## config.mk

```make
export PLATFORM = sky130hd
export DESIGN_NAME = key_matrix_scan
export DESIGN_NICKNAME = d
export VERILOG_FILES = /design/src/rtl/key_matrix_scan.sv
export SDC_FILE = /design/constraint.sdc
export NUM_CORES = 1
export LEC_CHECK = 0
export CAP_MARGIN = 5
export CORE_AREA = 2 2 68 70
export DETAILED_ROUTE_END_ITERATION = 8
export DIE_AREA = 0 0 70 72
export GPL_TIMING_DRIVEN = 0
export PLACE_DENSITY = 0.67
export SYNTH_ARGS = -nofsm -noshare
export SYNTH_HDL_FRONTEND = slang
export SYNTH_SLANG_ARGS = --single-unit
```

## constraint.sdc

```tcl
create_clock -name clk -period 2.4 [get_ports clk]
set_input_delay 0.36 -clock clk [delete_from_list [all_inputs] [get_ports clk]]
set_output_delay 0.36 -clock clk [all_outputs]
set_load 0.03 [all_outputs]
```

## src/rtl/key_matrix_scan.sv

```systemverilog
// 4x4 active-low key matrix scanner: column strobing, 2-flop row sync, debounce, one-cycle key strobe.
// Optional auto-repeat while a key is held is compiled in when KEY_REPEAT_EN is defined.
module key_matrix_scan #(
  parameter int SCAN_DIV     = 50000,
  parameter int DEBOUNCE_CNT = 4
`ifdef KEY_REPEAT_EN
  ,
  parameter int REPEAT_DLY   = 100
`endif
) (
  input  logic       clk,
  input  logic       rst,
  input  logic [3:0] row,
  output logic [3:0] col,
  output logic [3:0] key_code,
  output logic       key_valid,
  output logic       key_down
);

  localparam int SW = $clog2(SCAN_DIV);
  localparam int DW = $clog2(DEBOUNCE_CNT + 1);
  localparam logic [SW-1:0] SLOT_LAST = SW'(SCAN_DIV - 1);
  localparam logic [DW-1:0] DEB_LAST  = DW'(DEBOUNCE_CNT);

  typedef enum logic [1:0] {
    SCAN     = 2'd0,
    DEBOUNCE = 2'd1,
    HOLD     = 2'd2,
    RELEASE  = 2'd3
  } state_t;

  state_t        state;
  logic [3:0]    row_m;
  logic [3:0]    row_s;
  logic [SW-1:0] slot_cnt;
  logic          tick;
  logic [1:0]    col_idx;
  logic [1:0]    key_row;
  logic [1:0]    key_col;
  logic [1:0]    low_row;
  logic [DW-1:0] deb_cnt;
  logic [DW-1:0] deb_next;
  logic          hit;
  logic          rep_fire;

  // NOTE: sequential state uses non-blocking assignments only, so every flop
  // samples the pre-edge values of its neighbours regardless of block order.
  always_ff @(posedge clk) begin
    if (rst) begin
      row_m    <= 4'hF;
      row_s    <= 4'hF;
      slot_cnt <= '0;
    end else begin
      row_m    <= row;
      row_s    <= row_m;
      slot_cnt <= tick ? '0 : slot_cnt + SW'(1);
    end
  end

  assign tick     = (slot_cnt == SLOT_LAST);
  assign deb_next = deb_cnt + DW'(1);
  assign hit      = ~row_s[key_row];

  // NOTE: a complete case with a default keeps this purely combinational;
  // a missing branch here would infer a latch.
  always_comb begin
    casez (row_s)
      4'b???0: low_row = 2'd0;
      4'b??01: low_row = 2'd1;
      4'b?011: low_row = 2'd2;
      default: low_row = 2'd3;
    endcase
  end

`ifdef KEY_REPEAT_EN
  localparam int RW = $clog2(REPEAT_DLY + 1);
  localparam logic [RW-1:0] REP_LAST = RW'(REPEAT_DLY);

  logic [RW-1:0] rep_cnt;

  // Anything other than a low sample in HOLD clears the count, which covers
  // entry to HOLD from either side and entry to RELEASE.
  always_ff @(posedge clk) begin
    if (rst) begin
      rep_cnt <= '0;
    end else if (tick) begin
      if (state == HOLD && hit) rep_cnt <= rep_fire ? '0 : rep_cnt + RW'(1);
      else                      rep_cnt <= '0;
    end
  end

  assign rep_fire = tick && (state == HOLD) && hit && (rep_cnt + RW'(1) == REP_LAST);
`else
  assign rep_fire = 1'b0;
`endif

  always_ff @(posedge clk) begin
    if (rst) begin
      state     <= SCAN;
      col       <= 4'b1110;
      col_idx   <= '0;
      key_row   <= '0;
      key_col   <= '0;
      deb_cnt   <= '0;
      key_code  <= '0;
      key_valid <= 1'b0;
      key_down  <= 1'b0;
    end else begin
      key_valid <= 1'b0;
      if (tick) begin
        unique case (state)
          SCAN: begin
            if (row_s != 4'hF) begin
              key_row <= low_row;
              key_col <= col_idx;
              deb_cnt <= '0;
              state   <= DEBOUNCE;
            end else begin
              col     <= {col[2:0], col[3]};
              col_idx <= col_idx + 2'd1;
            end
          end
          DEBOUNCE: begin
            if (hit) begin
              deb_cnt <= deb_next;
              if (deb_next == DEB_LAST) begin
                key_code  <= {key_row, key_col};
                key_valid <= 1'b1;
                key_down  <= 1'b1;
                state     <= HOLD;
              end
            end else begin
              state   <= SCAN;
              col     <= {col[2:0], col[3]};
              col_idx <= col_idx + 2'd1;
            end
          end
          HOLD: begin
            if (!hit) begin
              deb_cnt <= '0;
              state   <= RELEASE;
            end else if (rep_fire) begin
              key_valid <= 1'b1;
            end
          end
          RELEASE: begin
            if (!hit) begin
              deb_cnt <= deb_next;
              if (deb_next == DEB_LAST) begin
                key_down <= 1'b0;
                state    <= SCAN;
                col      <= {col[2:0], col[3]};
                col_idx  <= col_idx + 2'd1;
              end
            end else begin
              deb_cnt <= '0;
              state   <= HOLD;
            end
          end
        endcase
      end
    end
  end

endmodule

```

# After elaboration in Yosys (flattened, before gate mapping)
# Cells that the tools add are included.
[classes]
order_cmp = 1
add_sub_neg = 3
eq_ne = 18
n_mux = 31
n_reduce_logical = 11
bitwise = 4
[op_table]
columns = ["op", "count"]
rows = [
  ["$mux W2", 10],
  ["$add A16 B1 Y16 const B", 1],
  ["$eq A16 B16 Y1 const B", 1],
  ["$mux W4", 4],
  ["$ne A2 B2 Y1 const B", 8],
  ["$mux W3", 4],
  ["$pmux W2 S3", 2],
  ["$pmux W3 S4", 1],
  ["$pmux W4 S3", 1],
  ["$reduce_and A6 Y1", 2],
  ["$pmux W2 S4", 1],
  ["$reduce_and A4 Y1", 2],
  ["$mux W1", 6],
  ["$ne A3 B3 Y1 const B", 2],
  ["$reduce_and A5 Y1", 1],
  ["$eq A2 B1 Y1 const B", 2],
  ["$eq A2 B2 Y1 const B", 2],
  ["$ne A4 B4 Y1 const B", 1],
  ["$not A1 Y1", 4],
  ["$reduce_or A4 Y1", 1],
  ["$add A3 B1 Y3 const B", 1],
  ["$eq A3 B2 Y1 const B", 1],
  ["$eq A3 B3 Y1 const B", 1],
  ["$lt A2 B3 Y1 const B", 1],
  ["8 further kinds", 8],
]
[totals]
elab_cells = 80
ff_bits = 45

# Depth between registers and ports, before layout
# Gate-level depths: netlist (run 1).
[depth]
ltp_word = 5
depth_mapped = 6

# Worst setup path before layout (run 1)
# No wires, ideal clock.
[synth_path]
path_kind = "reg2reg"
startpoint = "reg key_row[0]"
endpoint = "reg deb_cnt[0]"
stages_incl_launch_ff = 6
t_arrival_ps = 1723
path_buffers = 1
setup_ps = 123
setup_slack_ps = 554
cell_sequence = "dfxtp_1 mux4_2 buf_6 or2_4 a31oi_4 mux2_1"
[synth_between]
elab_chain_cells = 4
elab_cells_between_ends = 7
classes_between = "eq/ne (2); mux (4); reduce/logical (1)"
[synth_lines]
columns = ["item", "line", "text"]
rows = [
  ["start: declaration", "38", "logic [1:0] key_row;"],
  ["start signal: assignment", "114", "key_row <= low_row;"],
  ["$bmux W1 S2 *", "62", "assign hit = ~row_s[key_row];"],
  ["$mux W1 (implied by the code) *", "62", ""],
  ["$mux W3 or $ne A2 B2 Y1 (tied branches)", "-", ""],
  ["$pmux W3 S4 or $reduce_and A4 Y1 (tied branches)", "-", ""],
  ["end signal: assignment", "125", "deb_cnt <= deb_next;"],
  ["end signal: assignment", "148", "deb_cnt <= deb_next;"],
  ["end: declaration", "41", "logic [DW-1:0] deb_cnt;"],
]
# Mark *: on every way between the ends. The rest lies on a longest branch, timed or not. The select of a mux whose other input is x is not followed.
# A chain may end at the register's enable or synchronous reset.

# Worst setup path in the final report (run 1)
[layout_path]
startpoint = "reg deb_cnt[0]"
endpoint = "reg col_idx[0]"
[layout_between]
elab_chain_cells = 4
[layout_lines]
columns = ["item", "line", "text"]
rows = [
  ["$add A3 B1 Y3", "61", "assign deb_next = deb_cnt + DW'(1);"],
  ["$eq A3 B3 Y1", "149", "if (deb_next == DEB_LAST) begin"],
  ["$ne A2 B2 Y1 (no line)", "-", ""],
  ["$reduce_and A6 Y1 (no line)", "-", ""],
  ["end signal: assignment", "120", "col_idx <= col_idx + 2'd1;"],
  ["end signal: assignment", "135", "col_idx <= col_idx + 2'd1;"],
  ["end signal: assignment", "153", "col_idx <= col_idx + 2'd1;"],
  ["end: declaration", "37", "logic [1:0] col_idx;"],
]
# Every way passes these cells.

==> results of run 1 <==
-- cells by family after synthesis --
kind of cell	share of synthesized area (%)
fa+ha+maj	2.31
compound gates	15.3
xor+xnor	5.54
simple gates	23.9
mux	4.81
buf+inv	4.26
flops	43.8
-- metal layers --
| metal | vias up | global-route usage (%) |
|---|---|---|
| met2 | 27 | 24.7 |
| li1 | 824 | - |
| met5 | - | 0 |
| met4 | 0 | 8.33 |
| met1 | 765 | 25.2 |
| met3 | 7 | 3.33 |
-- cells in the mapped netlist (2+ instances only) --
cell / instances
nor2_1: 20
o2111ai_1: 2
nand4_1: 11
nor2b_1: 4
and2_1: 2
buf_2: 4
ha_1: 3
clkbuf_1: 8
o21ai_0: 7
or2_2: 8
o31ai_1: 5
and3_1: 6
xor2_1: 9
dfxtp_1: 45
or3_1: 2
a211oi_1: 3
nand2_1: 13
xnor2_1: 4
a21oi_1: 12
mux2i_1: 5
nand3_1: 7
and4_1: 3
o211ai_1: 3
inv_1: 6
-- report_power, final --
| part | total (mW) | switching, mW | internal (mW) |
|---|---|---|---|
| clock network | 0.462 | 0.234 | 0.228 |
| logic | 0.0776 | 0.0454 | 0.0322 |
| registers | 0.768 | 0.00887 | 0.759 |
| total | 1.31 | 0.288 | 1.02 |
-- worst max-delay path by stage --
stage                     slack (ns)  depth (start not counted)    endpoint
after detailed placement        0.33                          5  col_idx[0]
after global routing            0.12                          5  col_idx[0]
after global placement          0.34                          5  col_idx[0]
final                           0.32                          5  col_idx[0]
after floorplan                 0.55                          5  deb_cnt[0]
after CTS                       0.31                          5  col_idx[0]
-- flip-flops by register name, summed over array words and instances, names as in the netlist, named ones only --
name,count
slot_cnt,16
col,4
key_code,4
row_m,4
row_s,4
deb_cnt,3
col_idx,2
key_col,2
key_row,2
key_down,1
key_valid,1
state,1
-- layout make-up --
type	instances	area [µm²]	share of cell area, %
tap	52	65.1	2.76
buffer	13	61.3	2.60
inverter	7	26.3	1.12
clock buffer	7	86.3	3.66
sequential	45	901	38.2
multi-input combinational	152	1070	45.2
timing repair buffer	15	150	6.37
-- cells in the final DEF, fill, tap and decap left out, types with 2 or more instances in the layout --
master | Yosys | layout
nand3_1 | 7 | 7
or2_2 | 8 | 8
buf_2 | 4 | 4
mux2i_1 | 5 | 5
xnor2_1 | 4 | 4
a211oi_1 | 3 | 3
or3_1 | 2 | 2
o211ai_1 | 3 | 3
clkdlybuf4s50_1 | 0 | 15
nor2_1 | 20 | 20
o21ai_0 | 7 | 7
and2_1 | 2 | 2
a21oi_1 | 12 | 12
clkbuf_1 | 8 | 9
and4_1 | 3 | 3
clkbuf_8 | 0 | 6
o2111ai_1 | 2 | 2
ha_1 | 3 | 3
dfxtp_1 | 45 | 45
xor2_1 | 9 | 9
nand4_1 | 11 | 11
o31ai_1 | 5 | 5
inv_1 | 6 | 6
nand2_1 | 13 | 13
and3_1 | 6 | 6
nor2b_1 | 4 | 4
==> impl_metrics.csv, run 1 <==
group,metric,value,unit
final_layout,fin_util,55.3,%
synthesis,synth_fp_nets,226,
clocking,clock-sinks,45,
routing,drtPass1Iterations,4,
sta,finalCritPeriodShare,86.8,%
floorplan,fp.dieW,70,µm
status,outcome,"complete, no violations",
synthesis,synth.largest_area_cell,"dfxtp_1",
final_layout,stdcell_count,291,
grt,grt_usage,17.3,%
grt,antenna_found_initial,0,
synthesis,synth_area,2050,µm²
floorplan,core-area,4260,µm²
worst_setup_path,ff2ff_path_depth,5,
worst_setup_path,r2r_slack,0.32,ns
sta,rsz0062_at_grt,"no",
pwr,p_leak,0.840,nW
synthesis,synthArstFlopShare,0,%
synthesis,yosys_register_bits,45,
worst_setup_path,crit_path_end_kind,"flip-flop",
routing,totalWireLength,4040,µm
sta,min_period,2.08,ns
clocking,cts_tree,"built",
final_layout,area_growth,14.7,%
routing,drc_errors,0,
synthesis,yosysUniqueCellTypes,49,
worst_setup_path,crit_required,2.58,ns
clocking,h-tree-depth,2,
sta,slew_headroom,67.3,%
synthesis,synth_top_area_share,43.8,%
clocking,cts_buffer_depth,2,
sta,finalSetupViolations,0,
synthesis,syn_area_per_cell,9.47,µm²
sta,maxSlewViolCount,0,
sta,tightest_slew,0.491,ns
routing,routedWlPerCell,13.9,µm
floorplan,num_rows,24,
place,dp_hpwl,2910,µm
clocking,worstSkewPairLatency,0.29,ns
routing,num_vias,1623,
pwr,peakVddDrop,0.333,mV
sta,hold_ws,0.407,ns
synthesis,synthTopCellsByArea,"dfxtp_1 44%, xor2_1 3.8%, nor2_1 3.7%, nand4_1 3.3%, a21oi_1 2.9%",
routing,via_per_inst,5.58,
worst_hold_path,hold_end,"row_s[0]",
worst_hold_path,min_from,"row_m[0]",
worst_setup_path,path_class,"reg2reg",
worst_setup_path,critPathTopFamily,"compound AO/OA/AOI/OAI gates",
sta,fin_worst_skew,0.00841,ns
clocking,clkSlewWorstSetupHoldPaths,0.08,ns
worst_setup_path,cp_slowest_stage_delay,0.51,ns
routing,met1Wirelength,2140,µm
worst_setup_path,r2r-end,"col_idx[0]",
final_layout,n_antenna_cell,0,
synthesis,synth-seq-area-share,43.8,%
place,placed_area,2270,µm²
sta,hold_viol_final,0,
final_layout,drive_gt1_share,12.1,%
routing,top_layer,"met4",
pwr,power,1.31,mW
final_layout,fillers,410,
worst_setup_path,cp_max_fo,7,
worst_hold_path,holdPathStages,1,
place,port_buffers,15,
worst_setup_path,crit_arrival,2.26,ns
floorplan,die_h,72,µm
worst_setup_path,worst-path-buf-inv,0,
sta,max_freq,480,MHz
synthesis,yosys_warnings,0,
final_layout,postLayoutCellArea,2360,µm²
sta,setup_slack,0.317,ns
worst_setup_path,path_cells,"ha_1 > xor2_1 > nand3_1 > a221oi_4 > mux2_4",
sta,tns,0,ns
floorplan,initial_core_util,48.2,%
flow_run,cap_viol_max_count,0,
routing,wl_met2,1670,µm
place,place_ws,0.327,ns
synthesis,synth_edf_count,0,
routing,ant_nets,0,
synthesis,synth_cells,217,
routing,wl_met3,133,µm
worst_hold_path,hold_path.class,"reg2reg",
worst_setup_path,startpoint_type,"flip-flop",
place,gp_congestion,0.859,
routing,drt_iter0_drc,113,
clocking,root_buffer,"clkbuf_8",
grt,grt_max_degree,13,
clocking,cts_resized,0,
grt,grt_pass1_wl,6980,µm
worst_setup_path,r2r-start,"deb_cnt[0]",
grt,gr-total-overflow,0,
place,place_inst,284,
worst_setup_path,timing.critical_path.from,"deb_cnt[0]",
grt,first_global_vias,1468,
pwr,p_per_area,555,nW/µm²
clocking,numCtsBuffers,5,
clocking,cts_setup_buffers,0,
floorplan,die_area,5040,µm²
floorplan,io_pins,16,
final_layout,finalNetCount,248,
synthesis,synth_ff_type,"dfxtp_1",
clocking,ctsHoldBuffers,0,
worst_setup_path,cpMaxStageDelayCell,"a221oi_4",
Note: power is estimated with default switching activity, not from simulation.
==> inputs of run 2 (changes only) <==
- clock period: 2.4 -> 2.5 ns (I/O delays scaled with it)
==> results of run 2 <==
The final DEF is identical to that of run 1. Status: complete, no violations.
Main changes from that run: setup slack after placement 0.327 ns -> 0.427 ns; setup slack after layout 0.317 ns -> 0.417 ns; register-to-register setup slack 0.32 ns -> 0.42 ns; total power 1.31 mW -> 1.26 mW; worst IR drop on VDD 0.333 mV -> 0.320 mV
